## src/rtl/factorial_engine_if.sv

```systemverilog
// Start/done handshake and result bus of the iterative factorial unit.
// The controller side uses the master modport, the engine uses the slave modport.
interface factorial_engine_if #(
    parameter int IN_W  = 16,
    parameter int OUT_W = 21
);
    logic             start;
    logic [IN_W-1:0]  ain;
    logic             busy;
    logic             done;
    logic [IN_W-1:0]  counter;
    logic             overflow;
    logic [OUT_W-1:0] aout;

    modport master (
        output start, ain,
        input  busy, done, counter, overflow, aout
    );

    modport slave (
        input  start, ain,
        output busy, done, counter, overflow, aout
    );
endinterface

```

## src/rtl/factorial_engine.sv

```systemverilog
// Iterative factorial: one acc*counter multiply per clock with a sticky overflow flag.
// Define FACT_SATURATE_EN to stop on overflow with an all-ones result instead of wrapping.
module factorial_engine #(
    parameter int IN_W  = 16,
    parameter int OUT_W = 21
) (
    input  logic               clock,
    input  logic               reset,
    factorial_engine_if.slave  bus
);
    localparam int P_W = OUT_W + IN_W;
    localparam logic [IN_W-1:0]  CNT_ONE  = IN_W'(1'b1);
    localparam logic [OUT_W-1:0] ACC_ONE  = OUT_W'(1'b1);
    localparam logic [OUT_W-1:0] ACC_SAT  = {OUT_W{1'b1}};

    typedef enum logic [0:0] {
        IDLE = 1'b0,
        CALC = 1'b1
    } state_t;

    state_t           state_r, state_s;
    logic [OUT_W-1:0] acc_r, acc_s;
    logic [IN_W-1:0]  cnt_r, cnt_s;
    logic             ovf_r, ovf_s;
    logic             busy_r, busy_s;
    logic             done_r, done_s;
    logic [OUT_W-1:0] aout_r, aout_s;
    logic [P_W-1:0]   prod_s;
    logic             prod_fits_s;

    // Full-width product; the high part tells whether it still fits the accumulator
    assign prod_s      = P_W'(acc_r) * P_W'(cnt_r);
    assign prod_fits_s = (prod_s[P_W-1:OUT_W] == {IN_W{1'b0}});

    // Next-state and datapath decode
    always_comb begin
        state_s = state_r;
        acc_s   = acc_r;
        cnt_s   = cnt_r;
        ovf_s   = ovf_r;
        busy_s  = busy_r;
        done_s  = 1'b0;
        aout_s  = aout_r;
        case (state_r)
            IDLE: begin
                if (bus.start) begin
                    acc_s   = ACC_ONE;
                    cnt_s   = bus.ain;
                    ovf_s   = 1'b0;
                    busy_s  = 1'b1;
                    state_s = CALC;
                end else begin
                    state_s = IDLE;
                end
            end
            CALC: begin
                if (cnt_r <= CNT_ONE) begin
                    aout_s  = acc_r;
                    done_s  = 1'b1;
                    busy_s  = 1'b0;
                    state_s = IDLE;
                end else if (prod_fits_s) begin
                    acc_s = prod_s[OUT_W-1:0];
                    cnt_s = cnt_r - CNT_ONE;
                end else begin
                    ovf_s = 1'b1;
`ifdef FACT_SATURATE_EN
                    // Counter is left at the factor that overflowed
                    aout_s  = ACC_SAT;
                    done_s  = 1'b1;
                    busy_s  = 1'b0;
                    state_s = IDLE;
`else
                    acc_s = prod_s[OUT_W-1:0];
                    cnt_s = cnt_r - CNT_ONE;
`endif
                end
            end
            default: begin
                state_s = IDLE;
                busy_s  = 1'b0;
            end
        endcase
    end

    // State and output registers
    always_ff @(posedge clock or posedge reset) begin
        if (reset) begin
            state_r <= IDLE;
            acc_r   <= ACC_ONE;
            cnt_r   <= {IN_W{1'b0}};
            ovf_r   <= 1'b0;
            busy_r  <= 1'b0;
            done_r  <= 1'b0;
            aout_r  <= {OUT_W{1'b0}};
        end else begin
            state_r <= state_s;
            acc_r   <= acc_s;
            cnt_r   <= cnt_s;
            ovf_r   <= ovf_s;
            busy_r  <= busy_s;
            done_r  <= done_s;
            aout_r  <= aout_s;
        end
    end

    assign bus.busy     = busy_r;
    assign bus.done     = done_r;
    assign bus.counter  = cnt_r;
    assign bus.overflow = ovf_r;
    assign bus.aout     = aout_r;
endmodule

```

## src/flat_wrapper.sv

```systemverilog
// flat-port wrapper written by rule: the top's interface ports become plain ports
module factorial_engine_flat 
#(
    parameter int IN_W  = 16,
    parameter int OUT_W = 21
)
  (clock, reset, bus_start, bus_ain, bus_busy, bus_done, bus_counter, bus_overflow, bus_aout);
  factorial_engine_if #(.IN_W(IN_W), .OUT_W(OUT_W)) bus_i ();
  input  logic clock;
  input  logic reset;
  input wire logic [$bits(bus_i.start)-1:0] bus_start;
  input wire logic [$bits(bus_i.ain)-1:0] bus_ain;
  output wire logic [$bits(bus_i.busy)-1:0] bus_busy;
  output wire logic [$bits(bus_i.done)-1:0] bus_done;
  output wire logic [$bits(bus_i.counter)-1:0] bus_counter;
  output wire logic [$bits(bus_i.overflow)-1:0] bus_overflow;
  output wire logic [$bits(bus_i.aout)-1:0] bus_aout;
  assign bus_i.start = bus_start;
  assign bus_i.ain = bus_ain;
  assign bus_busy = bus_i.busy;
  assign bus_done = bus_i.done;
  assign bus_counter = bus_i.counter;
  assign bus_overflow = bus_i.overflow;
  assign bus_aout = bus_i.aout;
  factorial_engine #(.IN_W(IN_W), .OUT_W(OUT_W)) u_core (.clock(clock), .reset(reset), .bus(bus_i));
endmodule
```

## config.mk

```make
export PLATFORM = sky130hd
export DESIGN_NAME = factorial_engine_flat
export DESIGN_NICKNAME = d
export VERILOG_FILES = /design/src/rtl/factorial_engine_if.sv /design/src/rtl/factorial_engine.sv /design/src/flat_wrapper.sv
export SDC_FILE = /design/constraint.sdc
export NUM_CORES = 1
export LEC_CHECK = 0
export CAP_MARGIN = 20
export CELL_PAD_IN_SITES_DETAIL_PLACEMENT = 0
export CELL_PAD_IN_SITES_GLOBAL_PLACEMENT = 1
export CORE_ASPECT_RATIO = 1.2
export CORE_MARGIN = 2
export CORE_UTILIZATION = 45
export CTS_CLUSTER_DIAMETER = 40
export DETAILED_ROUTE_END_ITERATION = 10
export HOLD_SLACK_MARGIN = 0.05
export PLACE_DENSITY = 0.82
export RECOVER_POWER = 50
export SYNTH_ARGS = -nofsm -noshare
export SYNTH_HDL_FRONTEND = slang
export SYNTH_SLANG_ARGS = --single-unit
```

## constraint.sdc

```tcl
create_clock -name clock -period 19.84 [get_ports clock]
set_clock_uncertainty 0.15 [all_clocks]
set_input_delay 3.968 -clock clock [delete_from_list [all_inputs] [get_ports clock]]
set_output_delay 3.968 -clock clock [all_outputs]
set_load 0.1 [all_outputs]
```

* Word-level counts from Yosys, hierarchy flattened
Index checks and enable logic that the tools add are counted.
Widths: inputs -> output; s select.
** Word-level totals
- Flip-flop bits (word level) :: 62
- Bits of input ports :: 19
- Output and inout bits :: 40
- Logic and storage cells :: 38
** Operators by class
- Add/sub/neg operators :: 1
- Multiply operators :: 1
- $lt $le $gt $ge :: 1
- Equality and inequality tests :: 4
- Mux-type cells :: 18
- Bitwise operators :: 1
- Reduce and logical (&&, ||, !) cells :: 5
** Operators with widths (number)
- $mux 21 :: 2
- $pmux 21 s2 :: 1
- $mul 21x16->37 :: 1
- $mux 16 :: 2
- $pmux 16 s2 :: 1
- $le 16x1->1 const B :: 1
- $logic_not 16->1 :: 1
- $sub 16x1->16 const B :: 1
- $mux 1 :: 9
- $ne 2x2->1 const B :: 4
- $pmux 1 s2 :: 3
- $reduce_and 2->1 :: 3
- $reduce_and 3->1 :: 1
- $not 1->1 :: 1

* Depth between registers and ports, before layout
- Depth after elaboration :: 5
- Mapped depth :: 26
- Gate-level depth less buffers :: 23

* Worst setup path after synthesis
No wires, ideal clock.
- Path type :: reg-to-reg
- From :: register u_core.cnt_r[2] (netlist: u_core.bus.counter[2])
- To :: register u_core.ovf_r (netlist: u_core.bus.overflow)
- Arrival :: 7.003 ns
- Required time :: 19.554 ns
- Path slack :: 12.551 ns
- Stages on the path, launching flop included :: 23
- Path buffers :: 2
- Period minus slack after synthesis :: 7.289 ns
- Cell sequence :: dfrtp_1 > buf_2 > clkbuf_1 > nand2_1 > fa_1 > inv_1 > fa_1 > fa_1 > inv_1 > fa_1 > inv_1 > fa_1 > fa_1 > ha_1 > o211ai_1 > or4b_1 > a2bb2oi_1 > o211ai_1 > nand3_1 > a2111oi_0 > o211ai_1 > nor4b_1 > a32oi_1
** Between the ends
- Longest elaborated chain between the ends :: 4
** Ends and longest elaborated chain
- start: declaration :: RTL line factorial_engine.sv:23 : logic [IN_W-1:0] cnt_r, cnt_s;
- start signal: assignment :: RTL line factorial_engine.sv:91 : cnt_r <= {IN_W{1'b0}};
- start signal: assignment :: RTL line factorial_engine.sv:99 : cnt_r <= cnt_s;
- $mul 21x16->37 :: RTL line factorial_engine.sv:32 : assign prod_s = P_W'(acc_r) * P_W'(cnt_r);
- $logic_not 16->1 :: RTL line factorial_engine.sv:33 : assign prod_fits_s = (prod_s[P_W-1:OUT_W] == {IN_W{1'b0}});
- $ne 2x2->1 (no line)
- $reduce_and 3->1 (no line) (*)
- end signal: assignment :: RTL line factorial_engine.sv:100 : ovf_r <= ovf_s;
- end: declaration :: RTL line factorial_engine.sv:24 : logic ovf_r, ovf_s;
Every way passes the cells marked *; elsewhere a longest branch is shown, timed or not.
A chain may end at the register's enable or synchronous reset.

==> impl_metrics.yaml <==
outcome:
  status: "complete, but fails checks"
  violations: "max-capacitance violations, max-slew violations"
clocking:
  cts-htree-levels: 3
  cts_hold_buffers: 0
  clk_latency_ps: 360
  cts_made_buffers: 9
  cts_resized: 0
  cts_tree: "yes"
  post-cts-setup-buffers: 0
  clock_sinks: 62
  clock_path_buffers: 2
  cts-root-buf: "clkbuf_16"
  path_clk_slew_ps: 60
global_routing:
  grt_pass1_vias: 11105
  grt_busiest_layer: "met2"
  antenna_found_initial: 0
  gr-usage-met3_pct: 2.44
  grt_pass1_wl_mm: 58.3
  grt_max_degree: 63
  grtUsageMet1_pct: 28.8
  gr-usage-met2_pct: 41.9
  gr-total-overflow: 0
  grt.total_usage_pct: 23.3
min_path:
  min-delay-start: "u_core.bus.busy"
  worstHoldEndpoint: "u_core.bus.busy"
  hold_class: "reg -> reg"
  holdPathStages: 1
worst_setup_path:
  path_delay_family: "buffers and inverters"
  reg2reg_to: "u_core.bus.overflow"
  start_kind: "input pin"
  crit_chain: "dlygate4sd3_1, clkinv_1, clkbuf_1"
  critPathSlowestCell: "clkbuf_1"
  cp_max_fo: 62
  reg2reg_slack_ps: 12470
  timing.critical_path.slowest_cell_delay_ps: 2640
  end_kind: "asynchronous set/reset pin"
  cp.arrival_ps: 7230
  crit_required_ps: 19270
  reg2regPathDepth: 20
  timing.rr.start: "u_core.bus.counter[7]"
  cp.buffers_inverters: 3
  critical_path_class: "in -> async"
die:
  dieHeight_um: 197
  num_rows: 70
  core-area_um2: 30600
  dieArea_um2: 32600
  io_pins: 59
  fp.dieW_um: 165
  initial_core_util_pct: 45.9
drt:
  route.detailed.drc: 0
  routedWlPerCell_um: 18.3
  viasPerCell: 5.32
  drt-total-wl_mm: 35.9
  drtPass1Iterations: 7
  drt_iter0_drc: 461
  vias: 10455
  ant_nets: 0
timing:
  final-max-slew-violation-count: 63
  slew_headroom_pct: -152
  fin_setup_tns_ps: 0
  worst_slew_pin_slew_ps: 3780
  fmax_mhz: 128
  finalSetupViolCount: 0
  finalCriticalPeriod_ps: 7800
  rsz0062_at_grt: "no"
  finalCritPeriodShare_pct: 39.3
  hold_viol_final: 0
synth:
  yosysUniqueCellTypes: 72
  synth_top_area_cell: "fa_1"
  synth_edf_count: 0
  yosysSeqAreaShare_pct: 11.1
  synth_top_area_share_pct: 37.7
  ys.flop_type: "dfrtp_1"
  synth_area_um2: 14000
  ys_ff_latch: 62
  avgSynthCellArea_um2: 8.95
  synth_nets: 1960
  async_flop_share_pct: 100
  syn_inst: 1566
  netlist_top_cells_area: "fa_1 38%, dfrtp_1 11%, ha_1 9.9%"
  yosys_warnings: 0
placed_design:
  placed_area_um2: 14800
  hpwl_mm: 28.1
  place_congestion: 0.852
  port_buffers: 58
final_layout:
  layout.nets: 1958
  diodes: 0
  fill_cells: 2883
  multi_input_area_um2: 10900
  layout.area.seq_um2: 1550
  drive_above_1_share_pct: 3.76
  area_growth_pct: 7.67
  final_core_util_pct: 49.4
  postLayoutCellArea_um2: 15100
job:
  maxCapViolCount: 1
==> cell usage in the layout (no fill, tap or decap), types with 3 or more instances in the layout <==
cell type	n
nand2_1	199
nand3_1	7
o221a_2	3
a21oi_1	48
o211ai_1	4
o21bai_1	4
ha_1	111
mux2_1	4
o21a_1	7
a211oi_1	11
nand2b_1	6
mux2i_1	4
clkinvlp_4	4
clkbuf_16	9
fa_1	264
nor3_1	10
a31oi_1	6
o21ai_0	51
inv_1	319
clkdlybuf4s50_1	57
a22o_1	4
o31ai_1	3
or3_1	5
and2_1	188
xnor2_1	16
buf_4	11
nand4_1	7
nor2b_1	12
mux2_2	19
a21o_1	9
or4_1	5
nor2_1	30
xor2_1	14
o31a_1	5
dfrtp_1	61
nor4_1	4
==> kinds of logic after synthesis <==
kind of cell	after synthesis	synth area share (%)
xor+xnor	30	1.87
flops	62	11.1
buf+inv	406	11.4
simple gates	486	17.7
compound gates	180	8.25
fa+ha+maj	375	47.6
mux	27	2.13
==> synthesized netlist by cell type (all sizes together) (7+ instances only) <==
cell / instances
a21oi: 49
buf: 15
nor2: 31
o21a: 7
mux2: 23
nand2: 200
dfrtp: 61
ha: 111
a211oi: 11
a21o: 9
clkbuf: 69
xnor2: 16
fa: 264
inv: 322
nand4: 7
nor3: 11
nand3: 7
xor2: 14
nor2b: 12
and2: 188
o21ai: 52
==> worst max-delay path by stage <==
stage | startpoint | end | slack, ps | depth (start not counted)
global placement | u_core.bus.counter[2] | u_core.bus.overflow | 12700 | 20
global route | reset | u_core.bus.aout[7] | 11320 | 3
finish | reset | u_core.bus.aout[7] | 12040 | 3
detailed placement | u_core.bus.counter[2] | u_core.bus.overflow | 12540 | 20
floorplan | u_core.bus.counter[2] | u_core.bus.overflow | 12550 | 22
CTS | u_core.bus.counter[2] | u_core.bus.overflow | 12530 | 20
==> routing by layer <==
metal | vias up | wire (µm)
met5 | - | 0
met4 | 0 | 1300
met3 | 72 | 1410
met2 | 242 | 19200
met1 | 5365 | 14000
li1 | 4776 | -
==> cell type report <==
class	instances	share of cell area [%]
inverter	322	8.02
tap	396	3.28
clock buffer	9	1.49
sequential	62	10.3
multi-input combinational	1098	72.0
clock inverter	7	0.489
timing repair buffer	71	4.44
==> stage by stage <==
stage,hold slack [ps],setup WS (ps),cells
floorplan,406,12550,1566
global placement,316,12700,1949
detailed placement,319,12540,1949
CTS,333,12530,1965
global route,345,11320,1965
finish,328,12040,1965
==> worst reg2reg max path: cells and delay by family, from the launching register on <==
kind | cells | cell delay (ps)
flip-flops | 1 | 780
adder cells (fa/ha/maj) | 7 | 3040
AND/OR/NAND/NOR | 4 | 880
AO/OA/AOI/OAI | 5 | 1330
multiplexers | 1 | 220
buffers and inverters | 3 | 830
==> flip-flops by register name (all words and copies together), names as in the netlist <==
name	count
u_core.bus.busy	1
u_core.bus.overflow	1
u_core.bus.aout	21
u_core.bus.done	1
u_core.bus.counter	16
u_core.acc_r	21
u_core.state_r	1
Power is left out: the tool's default activity adds up to more than one toggle a clock period on the data nets, which glitch-free logic cannot reach.
